==> config.mk <==
export PLATFORM = sky130hd
export DESIGN_NAME = ex_multi_lane
export DESIGN_NICKNAME = d
export VERILOG_FILES = /design/src/rtl/ex_multi_pkg.sv /design/src/rtl/ex_multi_lane_alu.sv /design/src/rtl/ex_multi_lane.sv
export SDC_FILE = /design/constraint.sdc
export NUM_CORES = 1
export LEC_CHECK = 0
export ABC_AREA = 1
export BUFFER_PORTS_ARGS = -buffer_cell sky130_fd_sc_hd__buf_2
export CORE_MARGIN = 5
export CORE_UTILIZATION = 45
export DETAILED_ROUTE_END_ITERATION = 16
export GPL_TIMING_DRIVEN = 0
export HOLD_SLACK_MARGIN = 0.08
export PLACE_DENSITY = 0.73
export SLEW_MARGIN = 20
export SYNTH_ARGS = -nofsm -noshare
export SYNTH_HDL_FRONTEND = slang
export SYNTH_HIERARCHICAL = 1
export SYNTH_SLANG_ARGS = --single-unit
==> constraint.sdc <==
create_clock -name clk -period 9.7 [get_ports clk]
set_input_delay 0.485 -clock clk [delete_from_list [all_inputs] [get_ports clk]]
set_output_delay 0.485 -clock clk [all_outputs]
set_load 0.005 [all_outputs]
==> src/rtl/ex_multi_pkg.sv <==
// Shared opcodes and FSM state encoding for the multi-lane execute stage.
package ex_multi_pkg;
  localparam int OP_W = 3;

  localparam logic [OP_W-1:0] OP_NOP   = 3'd0;
  localparam logic [OP_W-1:0] OP_ADD   = 3'd1;
  localparam logic [OP_W-1:0] OP_SUB   = 3'd2;
  localparam logic [OP_W-1:0] OP_AND   = 3'd3;
  localparam logic [OP_W-1:0] OP_OR    = 3'd4;
  localparam logic [OP_W-1:0] OP_XOR   = 3'd5;
  localparam logic [OP_W-1:0] OP_SLT   = 3'd6;
  localparam logic [OP_W-1:0] OP_PASSB = 3'd7;

  typedef enum logic {
    ST_ISSUE = 1'b0,
    ST_SPLIT = 1'b1
  } state_t;
endpackage

==> src/rtl/ex_multi_lane_alu.sv <==
// Single-lane combinational ALU; one instance per lane of ex_multi_lane.
module ex_alu
  import ex_multi_pkg::*;
#(
  parameter int DATA_W = 32
) (
  input  logic [OP_W-1:0]   op,
  input  logic [DATA_W-1:0] a,
  input  logic [DATA_W-1:0] b,
  output logic [DATA_W-1:0] result
);

  always_comb begin
    result = '0;
    case (op)
      OP_ADD:   result = a + b;
      OP_SUB:   result = a - b;
      OP_AND:   result = a & b;
      OP_OR:    result = a | b;
      OP_XOR:   result = a ^ b;
      OP_SLT:   result = {{(DATA_W-1){1'b0}}, ($signed(a) < $signed(b))};
      OP_PASSB: result = b;
      default:  result = '0;
    endcase
  end

endmodule

==> src/rtl/ex_multi_lane.sv <==
// N-lane execute stage with self-bypass and intra-bundle RAW splitting.
// Optional EX_MULTI_STATS_EN adds saturating issue/split counters.
module ex_multi_lane
  import ex_multi_pkg::*;
#(
  parameter int LANES  = 2,
  parameter int DATA_W = 32,
  parameter int RA_W   = 5
) (
  input  logic                    clk,
  input  logic                    reset,
  input  logic                    in_valid,
  output logic                    in_ready,
  input  logic [OP_W*LANES-1:0]   in_op,
  input  logic [RA_W*LANES-1:0]   in_rd,
  input  logic [RA_W*LANES-1:0]   in_rs,
  input  logic [RA_W*LANES-1:0]   in_rt,
  input  logic [DATA_W*LANES-1:0] in_a,
  input  logic [DATA_W*LANES-1:0] in_b,
  output logic [LANES-1:0]        out_valid,
  output logic [LANES-1:0]        out_we,
  output logic [RA_W*LANES-1:0]   out_rd,
  output logic [DATA_W*LANES-1:0] out_data
`ifdef EX_MULTI_STATS_EN
  ,
  output logic [31:0]             stat_issued,
  output logic [31:0]             stat_splits
`endif
);

  localparam int CW = $clog2(LANES + 1);

  state_t                  state, state_next;
  logic [CW-1:0]           base;
  logic                    release_pend;
  logic [OP_W*LANES-1:0]   held_op;
  logic [RA_W*LANES-1:0]   held_rd, held_rs, held_rt;
  logic [DATA_W*LANES-1:0] held_a, held_b;

  logic [OP_W-1:0]   op_l  [LANES];
  logic [RA_W-1:0]   rd_l  [LANES];
  logic [RA_W-1:0]   rs_l  [LANES];
  logic [RA_W-1:0]   rt_l  [LANES];
  logic [DATA_W-1:0] opa   [LANES];
  logic [DATA_W-1:0] opb   [LANES];
  logic [DATA_W-1:0] alu_res [LANES];

  logic [LANES-1:0]        dep, issue_mask, valid_n, we_n;
  logic [RA_W*LANES-1:0]   rd_n;
  logic [DATA_W*LANES-1:0] data_n;
  logic                    issue_en, latch;
  int                      first, cut;

  // Operand select and bypass; the youngest matching previous-cycle writer wins.
  always_comb begin
    for (int k = 0; k < LANES; k++) begin
      op_l[k] = (state == ST_SPLIT) ? held_op[k*OP_W +: OP_W] : in_op[k*OP_W +: OP_W];
      rd_l[k] = (state == ST_SPLIT) ? held_rd[k*RA_W +: RA_W] : in_rd[k*RA_W +: RA_W];
      rs_l[k] = (state == ST_SPLIT) ? held_rs[k*RA_W +: RA_W] : in_rs[k*RA_W +: RA_W];
      rt_l[k] = (state == ST_SPLIT) ? held_rt[k*RA_W +: RA_W] : in_rt[k*RA_W +: RA_W];
      opa[k]  = (state == ST_SPLIT) ? held_a[k*DATA_W +: DATA_W] : in_a[k*DATA_W +: DATA_W];
      opb[k]  = (state == ST_SPLIT) ? held_b[k*DATA_W +: DATA_W] : in_b[k*DATA_W +: DATA_W];
      for (int j = 0; j < LANES; j++) begin
        if (out_we[j] && out_rd[j*RA_W +: RA_W] == rs_l[k]) opa[k] = out_data[j*DATA_W +: DATA_W];
        if (out_we[j] && out_rd[j*RA_W +: RA_W] == rt_l[k]) opb[k] = out_data[j*DATA_W +: DATA_W];
      end
      if (rs_l[k] == '0) opa[k] = '0;
      if (rt_l[k] == '0) opb[k] = '0;
    end
  end

  genvar g;
  for (g = 0; g < LANES; g++) begin : g_lane
    ex_alu #(.DATA_W(DATA_W)) u_alu (
      .op     (op_l[g]),
      .a      (opa[g]),
      .b      (opb[g]),
      .result (alu_res[g])
    );
  end

  // Hazard priority encoder over the pending slice, FSM next state and output values.
  always_comb begin
    first = (state == ST_SPLIT) ? int'(base) : 0;
    for (int k = 0; k < LANES; k++) begin
      dep[k] = 1'b0;
      for (int j = 0; j < LANES; j++) begin
        if (j < k && j >= first && op_l[j] != OP_NOP && op_l[k] != OP_NOP && rd_l[j] != '0 &&
            (rd_l[j] == rs_l[k] || rd_l[j] == rt_l[k]))
          dep[k] = 1'b1;
      end
    end
    cut = LANES;
    for (int k = LANES - 1; k >= 0; k--) begin
      if (dep[k]) cut = k;
    end

    issue_en   = (state == ST_SPLIT) || (in_valid && !release_pend);
    latch      = (state == ST_ISSUE) && issue_en && (cut != LANES);
    in_ready   = (state == ST_ISSUE) && (release_pend || !in_valid || cut == LANES);
    state_next = state;
    if (state == ST_ISSUE && latch) state_next = ST_SPLIT;
    if (state == ST_SPLIT && cut == LANES) state_next = ST_ISSUE;

    valid_n = '0;
    we_n    = '0;
    rd_n    = '0;
    data_n  = '0;
    for (int k = 0; k < LANES; k++) begin
      issue_mask[k] = issue_en && (k >= first) && (k < cut);
      if (issue_mask[k]) begin
        valid_n[k]                 = 1'b1;
        we_n[k]                    = (rd_l[k] != '0) && (op_l[k] != OP_NOP);
        rd_n[k*RA_W +: RA_W]       = rd_l[k];
        data_n[k*DATA_W +: DATA_W] = alu_res[k];
      end
    end
  end

  // After a split completes, the still-presented bundle is acknowledged without re-issue.
  always_ff @(posedge clk or posedge reset) begin
    if (reset) begin
      state        <= ST_ISSUE;
      base         <= '0;
      release_pend <= 1'b0;
      held_op      <= '0;
      held_rd      <= '0;
      held_rs      <= '0;
      held_rt      <= '0;
      held_a       <= '0;
      held_b       <= '0;
      out_valid    <= '0;
      out_we       <= '0;
      out_rd       <= '0;
      out_data     <= '0;
    end else begin
      state        <= state_next;
      release_pend <= (state == ST_SPLIT) && (cut == LANES);
      if (latch) begin
        held_op <= in_op;
        held_rd <= in_rd;
        held_rs <= in_rs;
        held_rt <= in_rt;
        held_a  <= in_a;
        held_b  <= in_b;
      end
      if (state_next == ST_SPLIT) base <= CW'(cut);
      out_valid <= valid_n;
      out_we    <= we_n;
      out_rd    <= rd_n;
      out_data  <= data_n;
    end
  end

`ifdef EX_MULTI_STATS_EN
  logic [32:0] issued_sum;
  int          n_issued;

  always_comb begin
    n_issued = 0;
    for (int k = 0; k < LANES; k++) begin
      if (issue_mask[k] && op_l[k] != OP_NOP) n_issued = n_issued + 1;
    end
    issued_sum = {1'b0, stat_issued} + 33'(n_issued);
  end

  always_ff @(posedge clk or posedge reset) begin
    if (reset) begin
      stat_issued <= '0;
      stat_splits <= '0;
    end else begin
      stat_issued <= issued_sum[32] ? '1 : issued_sum[31:0];
      if (state == ST_SPLIT && stat_splits != '1) stat_splits <= stat_splits + 32'd1;
    end
  end
`endif

endmodule

-- Word level (Yosys, flattened, before mapping)
Cells that the tools add are included.
- flip-flop bits (word level): 246
- logic and storage cells: 133
- output and inout port bits: 79
- order comparisons: 6
- add/sub/neg operators: 4
- bitwise logic cells: 7
- reductions and logical operators: 38
- equality and inequality tests: 26
- mux-type cells: 39
- operator list (cell ; number):
    2-to-1 mux 32 bit ; 18
    one-hot mux 32 bit (7 select lines) ; 2
    adder 32 bit ; 2
    bitwise AND 32 bit ; 2
    < comparator 32 bit ; 2
    OR 32 bit ; 2
    subtractor 32 bit ; 2
    bitwise XOR 32 bit ; 2
    == test 5 bit ; 10
    2-to-1 mux 5 bit ; 8
    == test 3 bit, second input constant ; 8
    logical AND 1 bit ; 24
    logical NOT 5 bit ; 4
    == test 3 x 2 -> 1 bit, second input constant ; 4
    nonzero test 5 bit ; 2
    2-to-1 mux 1 bit ; 7
    == test 3 x 1 -> 1 bit, second input constant ; 2
    2-to-1 mux 3 bit ; 2
    nonzero test 3 bit ; 2
    greater-or-equal comparator 1 x 2 -> 1 bit, first input constant ; 2
    logical OR 1 bit ; 4
    < comparator 1 x 2 -> 1 bit, first input constant ; 2
    2-to-1 mux 2 bit ; 2
    == test 2 bit, second input constant ; 1
    other kinds (3) ; 4

-- Depth between registers and ports, before layout
Gate-level depths: netlist (run 1).
- depth after elaboration: 13
- depth in mapped cells: 34

-- Hierarchy
Netlist (run 1), hierarchy kept.
- modules (own cells, without submodules) (module ; area each (µm²) ; cells each ; sequential area each (µm²) ; instances):
    ex_multi_lane ; 16808.6 ; 2724 ; 6155.9 ; 1
    ex_alu (g_lane[1].u_alu) ; 6623.9 ; 1302 ; 0.0 ; 1
    ex_alu (g_lane[0].u_alu) ; 6615.1 ; 1302 ; 0.0 ; 1

-- Worst setup path after synthesis (run 1)
Ideal clock, no wire load.
- path kind: register -> register
- start: register state
- end: register out_data[63]
- buffers on the path: 4
- data arrival time: 3.348 ns
- data required time: 9.580 ns
- stages on the path, launching flop included: 30
- setup slack: 6.231 ns
- cell sequence: dfrtp_1 inv_2 buf_6 buf_4 nand2_1 nand3_1 nand2_1 nor2_2 nand3_2 buf_2 buf_6 nand2_1 nand3_1 a21oi_1 inv_1 ha_1 nor2_1 nand2_1 nand2_1 nand2_1 nand2_1 nand2_1 nand2_1 nand2_1 nand2_1 nand2_1 nand3_1 nand3_1 inv_1 nor2_1
- RTL lines (what ; line ; source):
    start, declared ; ex_multi_lane.sv:33 ; state_t state, state_next;
    start signal, assigned ; ex_multi_lane.sv:137 ; state <= state_next;
    end signal, assigned ; ex_multi_lane.sv:151 ; out_data <= data_n;
    end, declared ; ex_multi_lane.sv:23 ; output logic [DATA_W*LANES-1:0] out_data

==> key figures, run 1 <==
Cells and area
  • Register area: between 0.006 and 0.007 mm2
  • Post-Layout Cell Count: roughly 6500
  • Layout cells sized above 1: 9.27%
  • Area occupied by multi-input gates: 0.0192 mm2
  • Commonest non-fill, non-tap cell in the layout: nand2_1
  • Most frequent cells in the layout: nand2_1 (2007), inv_1 (872), nor2_1 (521)
  • Fillers: a little over 7000
  • Finished Core Util: around half
  • Area grow syn2layout: 11.6%
  • Nets: 5993

Route
  • Final ANT Viol Nets: 0
  • Initial DRT Pass Iterations: 6
  • WL/cell: ~21 um
  • Final WL: around 140000 um
  • Vias after detailed routing: ~37000
  • Max Used Layer: met5
  • DRC errors left: 0
  • Met2 WL post-DR: ~60000 um
  • Initial DRC count: 5235
  • Vias/cell: 5.67
  • Metal3 WL: between 15000 and 20000 um
  • Wl on met1: roughly 54000 um

Hold path
  • Worst hold path class: primary input to flip-flop

Floorplanning
  • Die area: a little over 0.07 mm2
  • Core area: 0.0660 mm2
  • Site Rows: 94
  • Initial Utilization: 45.5%
  • I/O pins: roughly 250
  • Vert. Die Dim: roughly 270 um
  • Die Wd: 268 um

Place
  • DP HPWL: 113000 um
  • I/O Buffers: 245
  • Placed cells: between 6000 and 7000
  • RePlAce Congestion: around 1.1

Global route
  • Largest net degree at the start of global routing: 70
  • First-pass GRT wire length: around 200000 um
  • Vias in the first global route: 33300
  • Antenna violations before repair: 7
  • Tot GR Track Use: approximately 37%
  • Gr ovfl total: 0

CTS
  • CTS Root Buffer Type: clkbuf_16
  • CTS Buf Count: 30
  • CTS resizes: 0
  • CTS H-Tree Depth: 1
  • CTS tree: yes
  • Clk buf depth: 3
  • CTS Hold Buffers Added: 1
  • Clock Latency Late Sink: 0.62 ns
  • Num Clock Sinks: 246
  • Clock slew at reported path FFs: around 0.06 ns
  • Postcts setup bufs: 0

Setup path
  • Critical path buffer and inverter count: 7
  • Slowest CP cell: nor2_1
  • Required @ worst endpoint: 10.16 ns
  • Critical path type: flip-flop to flip-flop
  • CP peak stage delay: between 0.8 and 0.9 ns
  • CP endpoint kind: flip-flop
  • Crit path top cell by count: nand2_1
  • Worst EP arrival: around 5.8 ns
  • CP max FO: 10
  • Worst Setup Start Kind: flip-flop
  • Cell family with most CP delay: simple AND/OR/NAND/NOR gates

Yosys
  • Share of the yosys chip area belonging to registers: approximately 20%
  • Largest cells by area after synthesis: nand2_1 (25%), dfrtp_1 (20%), inv_1 (11%)
  • Unique masters post-synth: 49
  • Synth top area share: between 20 and 30%
  • Area leader, netlist: nand2_1
  • Yosys Warn Count: 6
  • Syn_area_per_cell: 5.64 um2
  • Seq cells post-synth: ~250
  • Syn nets: ~5700
  • Synthesized area: 0.0300 mm2
  • Syn Inst Count: 5328

Timing
  • Slew margin rel.: between 20% and 30%
  • Max-slew violations: 0
  • F_max: between 150 and 200 MHz
  • Setup TNS: 0 ns
  • Setup violations, final: 0
  • Hold Fails Final Rpt: 0
  • Worst slew pin tran: between 1 and 1.5 ns
  • Unrepaired setup endpoints after global routing: no
  • Fin crit share: 55.3%
  • Worst hold slack: about 0.14 ns
  • Min cycle time layout: between 5 and 6 ns
  • Layout Skew: ~0.031 ns

Flow run
  • MaxCap Viol Count: 0

Pwr
  • Peak supply drop: 0.159 mV
  • Tot Pwr: approximately 7.7 mW
  • Pwr Density: about 230 mW/mm2
  • LEAKAGE: about 20 nW

Outcome
  • Status: completed
-- worst register-to-register path: stages, from the launching register on --
cell,delay [ns]
dfrtp_1,0.40
buf_4,0.19
buf_4,0.19
nand2_1,0.06
o21ai_0,0.19
nand2_1,0.14
nand2_1,0.06
nor2_1,0.84
nand3_1,0.39
buf_2,0.30
nand2_1,0.20
nand3_1,0.13
nand2_1,0.11
inv_1,0.08
inv_1,0.06
ha_1,0.22
buf_2,0.20
a21oi_1,0.42
nand2_1,0.14
nand2_1,0.08
nand2_1,0.04
a21oi_1,0.22
nand3_1,0.11
nand3_1,0.10
nand3_1,0.16
inv_1,0.13
nor2_1,0.05
-- layer usage --
metal,GRT usage [%],vias up
met5,0,-
met4,20.3,4
met3,8.16,517
met2,57.5,2198
met1,47.9,16900
li1,-,17200
-- logic make-up after synthesis --
group                    Yosys count  synth area share [%]
AO/OA/AOI/OAI                    400                  7.96
buffers and inverters           1157                  15.6
flip-flops                       246                  20.5
AND/OR/NAND/NOR                 3283                  46.0
multiplexers                      17                 0.566
adder cells (fa/ha/maj)          216                  9.09
XOR/XNOR                           9                 0.262
-- power by group --
group          internal, mW  switching [mW]  total, mW
Sequential             1.45           0.536       1.99
Combinational          1.31            3.14       4.45
Clock                 0.725           0.514       1.24
Total                  3.48            4.19       7.68
-- registers in the layout, indices dropped and copies added, names as in the netlist --
name,cells
base,2
held_a,64
held_rt,10
held_b,64
out_valid,2
out_rd,10
release_pend,1
held_rs,10
out_we,2
out_data,64
held_rd,10
held_op,6
state,1
-- cell usage after synthesis, drive strengths merged --
cell type,number
nor4,8
nor2,540
or2,8
a21oi,137
clkbuf,110
a211oi,2
nand3b,1
o2111ai,2
a221oi,42
a21boi,2
ha,212
o221ai,6
a31oi,2
o21ai,121
inv,886
and3,4
nor3,29
buf,161
dfrtp,246
fa,4
nand3,380
nand4,299
a21o,4
nand2,2010
and2,4
o22ai,60
xnor2,1
xor2,8
o211ai,8
o21bai,14
mux2i,17
-- path summary, 6_finish.rpt --
| kind | from | endpoint | slack, ns | depth (start not counted) |
|---|---|---|---|---|
| setup / recovery | state | out_data[63] | 4.34 | 26 |
| min in group asynchronous | reset | held_rs[8] | 0.44 | 3 |
| max in group asynchronous | reset | out_data[53] | 8.51 | 4 |
| hold / removal | in_b[25] | held_b[25] | 0.14 | 3 |
| setup reg to reg | state | out_data[63] | 4.34 | 26 |
| hold reg to reg | base[0] | base[0] | 0.47 | 2 |
-- stage by stage --
stage / setup slack, ns / cell area (um2)
final: 4.34 / 33500
after detailed placement: 4.57 / 32500
after global routing: 4.14 / 33500
after global placement: -0.843 / 32400
after CTS: 4.53 / 33500
after floorplan: 2.46 / 30000
-- area by class of cell --
| type | instances | area share (%) |
|---|---|---|
| clock inverters | 12 | 0.586 |
| well taps | 864 | 3.22 |
| inverters | 886 | 9.95 |
| diodes | 1 | 0.00746 |
| repair buffers | 250 | 3.97 |
| plain buffers | 271 | 4.06 |
| flip-flops and latches | 246 | 18.4 |
| multi-input cells | 3925 | 57.3 |
| clock buffers | 44 | 2.57 |
(Power assumes the default switching activity.)
==> run 2, diff against run 1 <==
- clock period: 9.7 -> 5.4 ns (I/O delays scaled with it)
==> run 2 against run 1 <==
Net effect: clock skew is 0.0056 ns lower; first-iteration DRC count up 3.0%; global-route usage grew 1.9 points; die area did not move; flip-flop and latch count stayed put; fmax rose by 2.5%; worst setup slack got worse by 4.2 ns; critical endpoint unchanged; largest cell class unchanged.
==> key figures, run 2 (synthesized netlist as in run 1, its figures left out) <==
Outcome
  • Status: completed

Route
  • Final WL: between 100000 and 150000 um
  • Vias/cell: between 5 and 6
  • Initial DRT Pass Iterations: 7
  • Vias after detailed routing: ~38000
  • DRC errors left: 0
  • Final ANT Viol Nets: 0
  • WL/cell: 21.8 um
  • Initial DRC count: between 5000 and 6000

Floorplanning
  • Vert. Die Dim: between 200 and 300 um
  • Site Rows: between 90 and 100
  • I/O pins: around 250
  • Initial Utilization: a little under half
  • Die area: ~0.07 mm2
  • Core area: roughly 0.066 mm2
  • Die Wd: roughly 270 um

Setup path
  • Worst Setup Start Kind: flip-flop
  • Reg2reg start: state
  • Reg2reg path depth: 23
  • Critical path type: flip-flop to flip-flop
  • CP endpoint kind: flip-flop
  • CP max FO: 10
  • Required @ worst endpoint: 5.87 ns
  • Worst EP arrival: between 5 and 6 ns
  • Worst r2r dst: out_data[63]
  • R2R setup slack: 0.17 ns

Cells and area
  • Nets: 6154
  • Finished Core Util: between 50% and 60%
  • Commonest non-fill, non-tap cell in the layout: nand2_1
  • Layout cells sized above 1: under 10%
  • Most frequent cells in the layout: nand2_1 (2007), inv_1 (872), nor2_1 (519)
  • Area grow syn2layout: 17.0%
  • Largest regs: held_a: 64 flops, held_b: 64 flops, out_data: 64 flops

CTS
  • Num Clock Sinks: 246
  • Postcts setup bufs: 0
  • CTS tree: yes
  • CTS Root Buffer Type: clkbuf_16
  • CTS Buf Count: 30
  • Clock slew at reported path FFs: about 0.06 ns
  • CTS H-Tree Depth: 1
  • Clock Latency Late Sink: about 0.6 ns
  • Clk buf depth: 3

Pwr
  • Tot Pwr: ~14 mW
  • Peak supply drop: 0.279 mV
  • LEAKAGE: between 20 and 25 nW
  • Pwr Density: 394 mW/mm2

Global route
  • Vias in the first global route: 34200
  • Antenna violations before repair: 7
  • Tot GR Track Use: around two fifths
  • Gr ovfl total: 0
  • Largest net degree at the start of global routing: 34
  • First-pass GRT wire length: around 210000 um

Timing
  • Fin crit share: a little over nine tenths
  • Slew margin rel.: between 10% and 20%
  • Setup violations, final: 0
  • Setup TNS: 0 ns
  • Final worst setup slack: around 0.17 ns
  • F_max: between 150 and 200 MHz
  • Hold Fails Final Rpt: 0
  • Max-slew violations: 0
  • Worst slew pin tran: about 1.2 ns
  • Unrepaired setup endpoints after global routing: no
  • Min cycle time layout: about 5.2 ns
  • Layout Skew: approximately 0.026 ns

Hold path
  • Hold path start: in_b[2]
  • Hold endpoint: held_b[2]
  • Hold Crit Depth: 5
  • Worst hold path class: primary input to flip-flop

Place
  • RePlAce Congestion: roughly 1.1
  • Placement Setup Slack: between 0.2 and 0.25 ns
  • DP HPWL: 114000 um
  • I/O Buffers: 245

Flow run
  • MaxCap Viol Count: 0
## run 2: cell types whose count changed in the layout (fill, tap and decap cells not counted), moves of 2 or more
| cell | before | now |
|---|---|---|
| bufinv_16 | 4 | 2 |
| nor2_1 | 521 | 519 |
| clkbuf_2 | 4 | 7 |
| buf_16 | 3 | 0 |
| clkinvlp_4 | 3 | 6 |
| clkbuf_1 | 114 | 109 |
| clkinv_4 | 0 | 2 |
| dlygate4sd3_1 | 1 | 157 |
| diode_2 | 1 | 4 |
| nor2_4 | 4 | 6 |
| buf_12 | 0 | 8 |
## run 2: through the flow
stage	instances	hold slack, ns	area (um2)
after detailed placement	6446	0.414	32500
after global routing	6660	0.117	35200
after CTS	6658	0.0803	35100
after global placement	6437	0.446	32400
final	6662	0.0906	35200
after floorplan	5328	0.419	30100
## run 2: area by class of cell
class / instances / area (um2)
fill: 6902 / 30800
multi-input combinational: 3925 / 19200
sequential: 246 / 6160
inverter: 886 / 3330
timing repair buffer: 411 / 2970
buffer: 271 / 1370
tap: 864 / 1080
clock buffer: 42 / 866
clock inverter: 13 / 150
antenna: 4 / 10.0
## run 2: where the power goes
part | internal [mW] | total (mW) | switching [mW] | leakage, nW
clock network | 1.22 | 2.14 | 0.929 | 0.482
logic | 2.44 | 8.14 | 5.70 | 17.4
registers | 2.60 | 3.57 | 0.970 | 3.14
total | 6.26 | 13.9 | 7.60 | 21.0
## run 2: worst max-delay path: stages (launching register included)
cell and delay [ns]:
dfrtp_1 0.38, buf_4 0.21, buf_2 0.27, buf_1 0.79, mux2i_1 0.46, nand2_1 0.19
nand3_1 0.09, a21oi_1 0.62, inv_1 0.19, ha_1 0.37, nor2_1 0.15, nand2_1 0.07
nand2_1 0.20, nand2_1 0.10, nand2_1 0.15, nand2_1 0.09, nand2_1 0.18, nand2_1 0.10
nand2_1 0.07, nand2_1 0.04, nand3_1 0.08, nand3_1 0.10, inv_1 0.11, nor2_1 0.06
## run 2: repair_timing
action | 4_1_cts | 5_1_grt
gates resized for setup | 0 | 11
hold buffers | 157 | 0
setup endpoints to repair | 0 | 16
endpoints found under the hold margin | 188 | 0
## run 2: layer usage
metal	up-vias	global-route usage, %	wire length (um)
li1	17600	-	-
met1	17300	50.2	55100
met2	2478	60.7	62700
met3	562	8.42	16800
met4	4	21.2	10300
met5	-	0	27
## run 2: how the worst max path moves through the flow
stage | from | to | slack, ns | cells after the start
final | state | out_data[63] | 0.17 | 23
after global routing | state | out_data[31] | 0.02 | 26
after CTS | state | out_data[32] | 0.20 | 29
after detailed placement | state | out_data[32] | 0.24 | 29
after global placement | state | out_data[63] | -0.1 | 28
after floorplan | reset | base[0] | 1.90 | 1
